===== config.mk =====
export PLATFORM = sky130hd
export DESIGN_NAME = trisc_sequencer
export DESIGN_NICKNAME = d
export VERILOG_FILES = /design/src/rtl/trisc_sequencer.sv
export SDC_FILE = /design/constraint.sdc
export NUM_CORES = 1
export LEC_CHECK = 0
export CORE_MARGIN = 3
export CORE_UTILIZATION = 25
export CTS_BUF_LIST = sky130_fd_sc_hd__clkbuf_2 sky130_fd_sc_hd__clkbuf_4 sky130_fd_sc_hd__clkbuf_8
export DETAILED_ROUTE_END_ITERATION = 12
export GPL_TIMING_DRIVEN = 0
export SLEW_MARGIN = 10
export SYNTH_ARGS = -nofsm -noshare
export SYNTH_HDL_FRONTEND = slang
export SYNTH_SLANG_ARGS = --single-unit

===== constraint.sdc =====
create_clock -name clock -period 1.91 [get_ports clock]
set_input_delay 0.2865 -clock clock [delete_from_list [all_inputs] [get_ports clock]]
set_output_delay 0.2865 -clock clock [all_outputs]
set_load 0.1 [all_outputs]

===== src/rtl/trisc_sequencer.sv =====
// trisc_sequencer: instruction-cycle sequencer for the TRISC datapath with memory
// handshake, run/pause, halt/resume, illegal-opcode trap and a retired-instruction counter.
// Optional single-step input: define TRISC_STEP_EN.
module trisc_sequencer #(
  parameter int                      OPC_W      = 3,
  parameter int                      MEM_LAT    = 2,
  parameter logic [OPC_W-1:0]        HALT_OPC   = '1,
  parameter logic [(2**OPC_W)-1:0]   VALID_MASK = '1,
  parameter int                      CNT_W      = 16
) (
  input  logic                      clock,
  input  logic                      clear,
  input  logic                      run,
  input  logic                      resume,
  input  logic                      mem_ready,
  input  logic [OPC_W-1:0]          opcode,
`ifdef TRISC_STEP_EN
  input  logic                      step,
`endif
  output logic                      pc_clr,
  output logic                      mar_ld,
  output logic                      mem_rd,
  output logic                      pc_inc,
  output logic                      ir_ld,
  output logic [(2**OPC_W)-1:0]     ex_en,
  output logic                      halted,
  output logic                      illegal,
  output logic [CNT_W-1:0]          icount,
  output logic [2:0]                state_o
);

  localparam int EX_W = 2**OPC_W;
  localparam int RD_W = (MEM_LAT > 2) ? $clog2(MEM_LAT) : 1;
  localparam logic [RD_W-1:0] RD_LAST = RD_W'(MEM_LAT - 1);

  localparam logic [2:0] S_RESET  = 3'd0;
  localparam logic [2:0] S_FETCH  = 3'd1;
  localparam logic [2:0] S_READ   = 3'd2;
  localparam logic [2:0] S_DECODE = 3'd3;
  localparam logic [2:0] S_EXEC   = 3'd4;
  localparam logic [2:0] S_HALT   = 3'd5;
  localparam logic [2:0] S_TRAP   = 3'd6;
  localparam logic [2:0] S_IDLE   = 3'd7;

  logic [2:0]       state_q, state_d;
  logic [RD_W-1:0]  rd_cnt_q, rd_cnt_d;
  logic [CNT_W-1:0] icount_q, icount_d;
  logic             rd_done;
  logic             opc_legal;
  logic             opc_halt;
  logic             step_go;

  assign rd_done   = (rd_cnt_q >= RD_LAST);
  assign opc_legal = VALID_MASK[opcode];
  assign opc_halt  = (opcode == HALT_OPC);

`ifdef TRISC_STEP_EN
  // Only a rising edge of step launches an instruction, so a held step runs one.
  logic step_q;

  always_ff @(posedge clock or negedge clear) begin
    if (!clear) begin
      step_q <= 1'b0;
    end else begin
      step_q <= step;
    end
  end

  assign step_go = step & ~step_q;
`else
  assign step_go = 1'b0;
`endif

  always_comb begin
    state_d = state_q;
    unique case (state_q)
      S_RESET:  state_d = run ? S_FETCH : S_IDLE;
      S_IDLE:   if (run || step_go) state_d = S_FETCH;
      S_FETCH:  state_d = S_READ;
      S_READ:   if (rd_done && mem_ready) state_d = S_DECODE;
      S_DECODE: state_d = S_EXEC;
      S_EXEC: begin
        // An illegal opcode traps even when it equals HALT_OPC.
        if (!opc_legal) begin
          state_d = S_TRAP;
        end else if (opc_halt) begin
          state_d = S_HALT;
        end else begin
          state_d = run ? S_FETCH : S_IDLE;
        end
      end
      S_HALT:   if (resume) state_d = S_FETCH;
      S_TRAP:   state_d = S_TRAP;
    endcase
  end

  always_comb begin
    rd_cnt_d = rd_cnt_q;
    if (state_q == S_FETCH) begin
      rd_cnt_d = '0;
    end else if ((state_q == S_READ) && !rd_done) begin
      rd_cnt_d = rd_cnt_q + RD_W'(1);
    end
  end

  always_comb begin
    icount_d = icount_q;
    if ((state_q == S_EXEC) && opc_legal && (icount_q != '1)) begin
      icount_d = icount_q + CNT_W'(1);
    end
  end

  always_ff @(posedge clock or negedge clear) begin
    if (!clear) begin
      state_q  <= S_RESET;
      rd_cnt_q <= '0;
      icount_q <= '0;
    end else begin
      state_q  <= state_d;
      rd_cnt_q <= rd_cnt_d;
      icount_q <= icount_d;
    end
  end

  always_comb begin
    pc_clr  = 1'b0;
    mar_ld  = 1'b0;
    mem_rd  = 1'b0;
    pc_inc  = 1'b0;
    ir_ld   = 1'b0;
    ex_en   = '0;
    halted  = 1'b0;
    illegal = 1'b0;
    unique case (state_q)
      S_RESET:  pc_clr = 1'b1;
      S_FETCH:  mar_ld = 1'b1;
      S_READ:   mem_rd = 1'b1;
      S_DECODE: begin
        pc_inc = 1'b1;
        ir_ld  = 1'b1;
      end
      S_EXEC: begin
        if (opc_legal && !opc_halt) ex_en = EX_W'(1) << opcode;
      end
      S_HALT:   halted = 1'b1;
      S_TRAP: begin
        halted  = 1'b1;
        illegal = 1'b1;
      end
      S_IDLE:   ;
    endcase
  end

  assign icount  = icount_q;
  assign state_o = state_q;

endmodule


======== After elaboration in Yosys (flattened, before gate mapping) ========
Memories as Yosys holds them, arrays and structs flattened.
Cells that the tools add are included.
storage, ports and cells
  input port bits ......................... 8
  register bits ........................... 20
  logic and storage cells ................. 50
  output and inout port bits .............. 34
  memories kept ........................... 1
  ROM bits ................................ 8
cells by class
  shifts and indexed selects .............. 1
  multiplexer cells ....................... 18
  $lt $le $gt $ge ......................... 2
  add/subtract/negate cells ............... 2
  reduce and logical (&&, ||, !) cells .... 11
  equal/unequal tests ..................... 12
memory list
  memory            words  width  rd ports  clocked after Yosys merged registers in  wr ports  RTL line  RTL
  (name not given)  8      1      1         0                                        0         54        assign opc_legal = VALID_MASK[opcode];
operators with widths
  operator                 count
  $pmux W3 S8              1
  $mux W3                  6
  $add A16 B1 Y16 const B  1
  $mux W8                  2
  $ne A16 B16 Y1 const B   1
  $eq A3 B3 Y1 const B     5
  $mux W1                  9
  $shl A1 B3 Y8 const A    1
  $eq A3 B2 Y1 const B     2
  $ne A2 B2 Y1 const B     3
  $logic_and A1 B1 Y1      5
  $lt A3 B4 Y1 const B     1
  $eq A3 B1 Y1 const B     1
  $logic_not A3 Y1         1
  $reduce_and A3 Y1        1
  $logic_not A1 Y1         2
  $reduce_bool A2 Y1       1
  $reduce_or A2 Y1         1
  $add A1 B1 Y1 const B    1
  $ge A1 B1 Y1 const B     1

======== Depth between registers and ports, before layout ========
Gate-level depths: netlist of the first run.
  depth after elaboration ................. 5
  depth in mapped cells ................... 5
  gate-level depth less buffers ........... 5

======== Worst setup path before layout of the first run ========
OpenSTA, ideal clock, no wires.
  path type ............................... register -> output
  start point ............................. register state_q[2] (netlist: state_o[2])
  end point ............................... output ex_en[1]
  slack ................................... -3.008 ns
  buffers on the path ..................... 1
  stages on the path, launching flop included .. 4
  data required time ...................... 1.623 ns
  data arrival time ....................... 4.632 ns
  cells stage by stage .................... dfrtp_1 or3b_1 buf_6 nor4b_1
on the way
  word-level cells in the longest chain between the ends .. 2
RTL lines
  what                      RTL line  RTL
  start: declaration        45        logic [2:0] state_q, state_d;
  start signal: assignment  119       state_q <= state_d;
  $eq A3 B3 Y1              134       unique case (state_q)
  $mux W8                   134
  end: declaration          25        output logic [(2**OPC_W)-1:0] ex_en,
Every way passes these cells.

======== Worst setup path after layout of the first run ========
  start point ............................. register state_q[0] (netlist: state_o[0])
  end point ............................... output ex_en[1]
Same word-level chain as after synthesis.

==> results of run 1 <==
[state kept, by name (all words and copies together) (netlist names)]
name	count
state_o	3
rd_cnt_q	1
icount	16
[cells by family after synthesis]
kind of cell    after synthesis  synth area share
buf+inv                       8            0.0389
flops                        20             0.432
other cells                   1           0.00324
fa+ha+maj                     1            0.0108
mux                           3            0.0281
simple gates                 52             0.285
compound gates               14            0.0800
xor+xnor                     16             0.121
[power by group through the flow]
| stage | Sequential [mW] | Combinational, mW | Clock (mW) |
|---|---|---|---|
| 2_1_floorplan | 1.27 | 1.14 | 0 |
| 3_3_place_gp | 0.714 | 2.12 | 0 |
| 3_5_place_dp | 0.720 | 2.14 | 0 |
| 4_1_cts | 0.703 | 2.13 | 0.327 |
| 5_1_grt | 0.731 | 2.25 | 0.343 |
| 6_report | 0.712 | 2.16 | 0.314 |
[critical path: stages (launching register included)]
cell and delay, ps:
dfrtp_4 500, or3b_4 480, nor4b_4 280, buf_6 260
[Yosys cell counts, types with 3 or more instances]
library cell	number
dfrtp_1	20
xor2_1	10
nor3_1	8
nand2_1	7
nand3_1	7
nor2_1	6
xnor2_1	6
nor3b_1	5
a21oi_1	4
nand4_1	4
clkbuf_1	3
[final timing paths]
kind | startpoint | end | slack, ps | cells past startpoint
max | state_o[0] | ex_en[1] | -160 | 3
min | rd_cnt_q | rd_cnt_q | 470 | 1
max reg2reg | state_o[0] | icount[11] | -90 | 7
min reg2reg | rd_cnt_q | rd_cnt_q | 470 | 1
max in group asynchronous | clear | state_o[0] | 720 | 1
min in group asynchronous | clear | icount[13] | 530 | 1
[metrics by stage]
stage	power, mW	cell area, um2	setup WS (ps)
detailed placement	2.86	1850	-1090
global route	3.33	2010	-222
floorplan	2.41	1390	-677
global placement	2.83	1850	-1070
CTS	3.16	1910	-192
finish	3.19	2010	-156
[what timing repair did]
item,CTS,global route
hold buffers,0,0
endpoints found under the setup margin,33,15
pin swaps,4,7
resized for setup,119,16
hold endpoints to repair,0,0
setup buffers,2,5
[routing by layer]
metal  routed length, um  part of all wire  track usage  vias up
met5                   0                 0            0        -
met4                  42             0.014       0.0362        0
met3                 163             0.055       0.0284        4
met1                1340              0.45        0.158      495
li1                    -                 -            -      516
met2                1410              0.48        0.164       26
[cell type report]
type                    instances  area, um2  area share
inverters                       2       7.51     0.00374
clock buffers                   4       55.1      0.0274
flip-flops and latches         20        559       0.278
repair buffers                 47        467       0.232
multi-input cells              87        800       0.398
plain buffers                   5       56.3      0.0280
well taps                      52       65.1      0.0324
[cell usage in the layout (no fill, tap or decap), types with 4 or more instances in the layout]
master	count
nand3_1	7
nor3b_4	5
clkbuf_8	5
nand2_1	6
a21oi_1	4
buf_12	5
xnor2_1	6
xor2_1	10
buf_4	12
dlygate4sd2_1	19
nor2_1	5
clkdlybuf4s50_1	4
dfrtp_2	5
nand4_1	4
nor3_1	4
buf_6	5
dfrtp_4	14
nor3_4	4
==> impl_metrics.tcl, run 1 <==
set metrics [dict create \
    setup_ws_ps -156 \
    routed_wirelength_mm 2.95 \
    arrival_ps 1780 \
    cts-htree-levels 1 \
    syn-mean-instance-area_um2 10.1 \
    setup.worst_path.end_class "primary output" \
    synthesis_stage_register_bit_count 20 \
    setup_repair_after_global_routing_missed_its_margin "yes" \
    fp.dieH_um 74.0 \
    final_cell_count_no_fill 217 \
    timing.max_slew.rel_slack 0.357 \
    switchingPower_mw 1.86 \
    syn_to_final_growth_pct 73.6 \
    final_net_count 175 \
    drcViolationCount 0 \
    core-area_mm2 0.00441 \
    antenna_cells_inserted 0 \
    grt_first_pass_wirelength_mm 4.77 \
    top_level_ports 42 \
    gp_congestion 0.773 \
    clock_insertion_delay_worst_skew_ps 250 \
    area_of_the_die_mm2 0.00548 \
    post-synth-top-area-cell "dfrtp_1" \
    clock_skew_ps 4.61 \
    clockBufferDepth 2 \
    global_route.overflow_total 0 \
    clkSinkCount 20 \
    floorplan.initialDensity 0.262 \
    irDropWorstVdd_mv 1.13 \
    timing.critical_path.required_ps 1620 \
    finalMaxSlewViolations 0 \
    power_density_mw_per_mm2 1590 \
    async_reset_ff_frac 1.00 \
    route.detailed.vias_per_inst 4.80 \
    cts.clk_slew.worst_paths_ps 70 \
    detail-route-antenna-nets 0 \
    max-cap-violations 0 \
    postSynthCellCount 115 \
    leakagePower_nw 0.921 \
    holdWs_ps 473 \
    routed_wire_length_per_instance_um 13.6 \
    netlist_area_mm2 0.00116 \
    worst-path-max-fanout 5 \
    utilization 0.455 \
    comb_power_share 0.678 \
    p_clk_frac 0.098 \
    die_width_um 74.0 \
    layout-drive-gt1-share 0.455 \
    crit_type "flip-flop to primary output" \
    sequentialPowerShare 0.223 \
    seq_area_frac_synth 0.432 \
    track_usage 0.111 \
    synth_area_leaders "dfrtp_1, xor2_1, xnor2_1, nor4_4, nor3_1" \
    pin_count_of_the_biggest_net_entering_global_routing 21 \
    synth_edf_count 0 \
    finalHoldViolations 0 \
    drtIter0Drc 41 \
    setup_viol_count_final 5 \
    syn_nets 124 \
    fillerInstances 412 \
    run_status "complete, but fails checks" \
    synth_top_area_frac 0.432 \
    tightest_slew_ps 968 \
    final.period_utilization 1.08 \
    dpl.hpwl_mm 2.20 \
    max_clock_freq_ghz 0.484 \
    yosysUniqueCellTypes 34 \
    dr_total_vias 1041 \
    totalNegativeSetupSlack_ps -553 \
    first_global_vias 931 \
    min_period_ps 2070 \
    hp_class "flip-flop to flip-flop" \
    cellInternalPower_mw 1.33 \
    number_of_antenna_violations_at_the_first_check_in_global_routing 0 \
    postSynth.topFlopCell "dfrtp_1" \
    power.switching_fraction 0.582 \
    cts_inserted_buffers 3 \
    ys_warn_count 0 \
    cts_tree "done" \
    place_inst 207 \
    clk_root_buffer_cell "clkbuf_8" \
    number_of_buffers_added_on_ports 40 \
    cp-start-kind "flip-flop" \
    fp-row-count 24 \
    failed_checks "setup timing" \
    drt_pass_1_iters 4 \
]
Note: power is estimated with default switching activity, not from simulation.
==> run 2, diff against run 1 <==
--- a/config.mk
+++ b/config.mk
@@ -5,6 +5,7 @@
 export SDC_FILE = /design/constraint.sdc
 export NUM_CORES = 1
 export LEC_CHECK = 0
+export ABC_CLOCK_PERIOD_IN_PS = 1910
 export CORE_MARGIN = 3
 export CORE_UTILIZATION = 25
 export CTS_BUF_LIST = sky130_fd_sc_hd__clkbuf_2 sky130_fd_sc_hd__clkbuf_4 sky130_fd_sc_hd__clkbuf_8
==> results of run 2 <==
No change in the layout: final DEF, timing and power equal those of run 1.
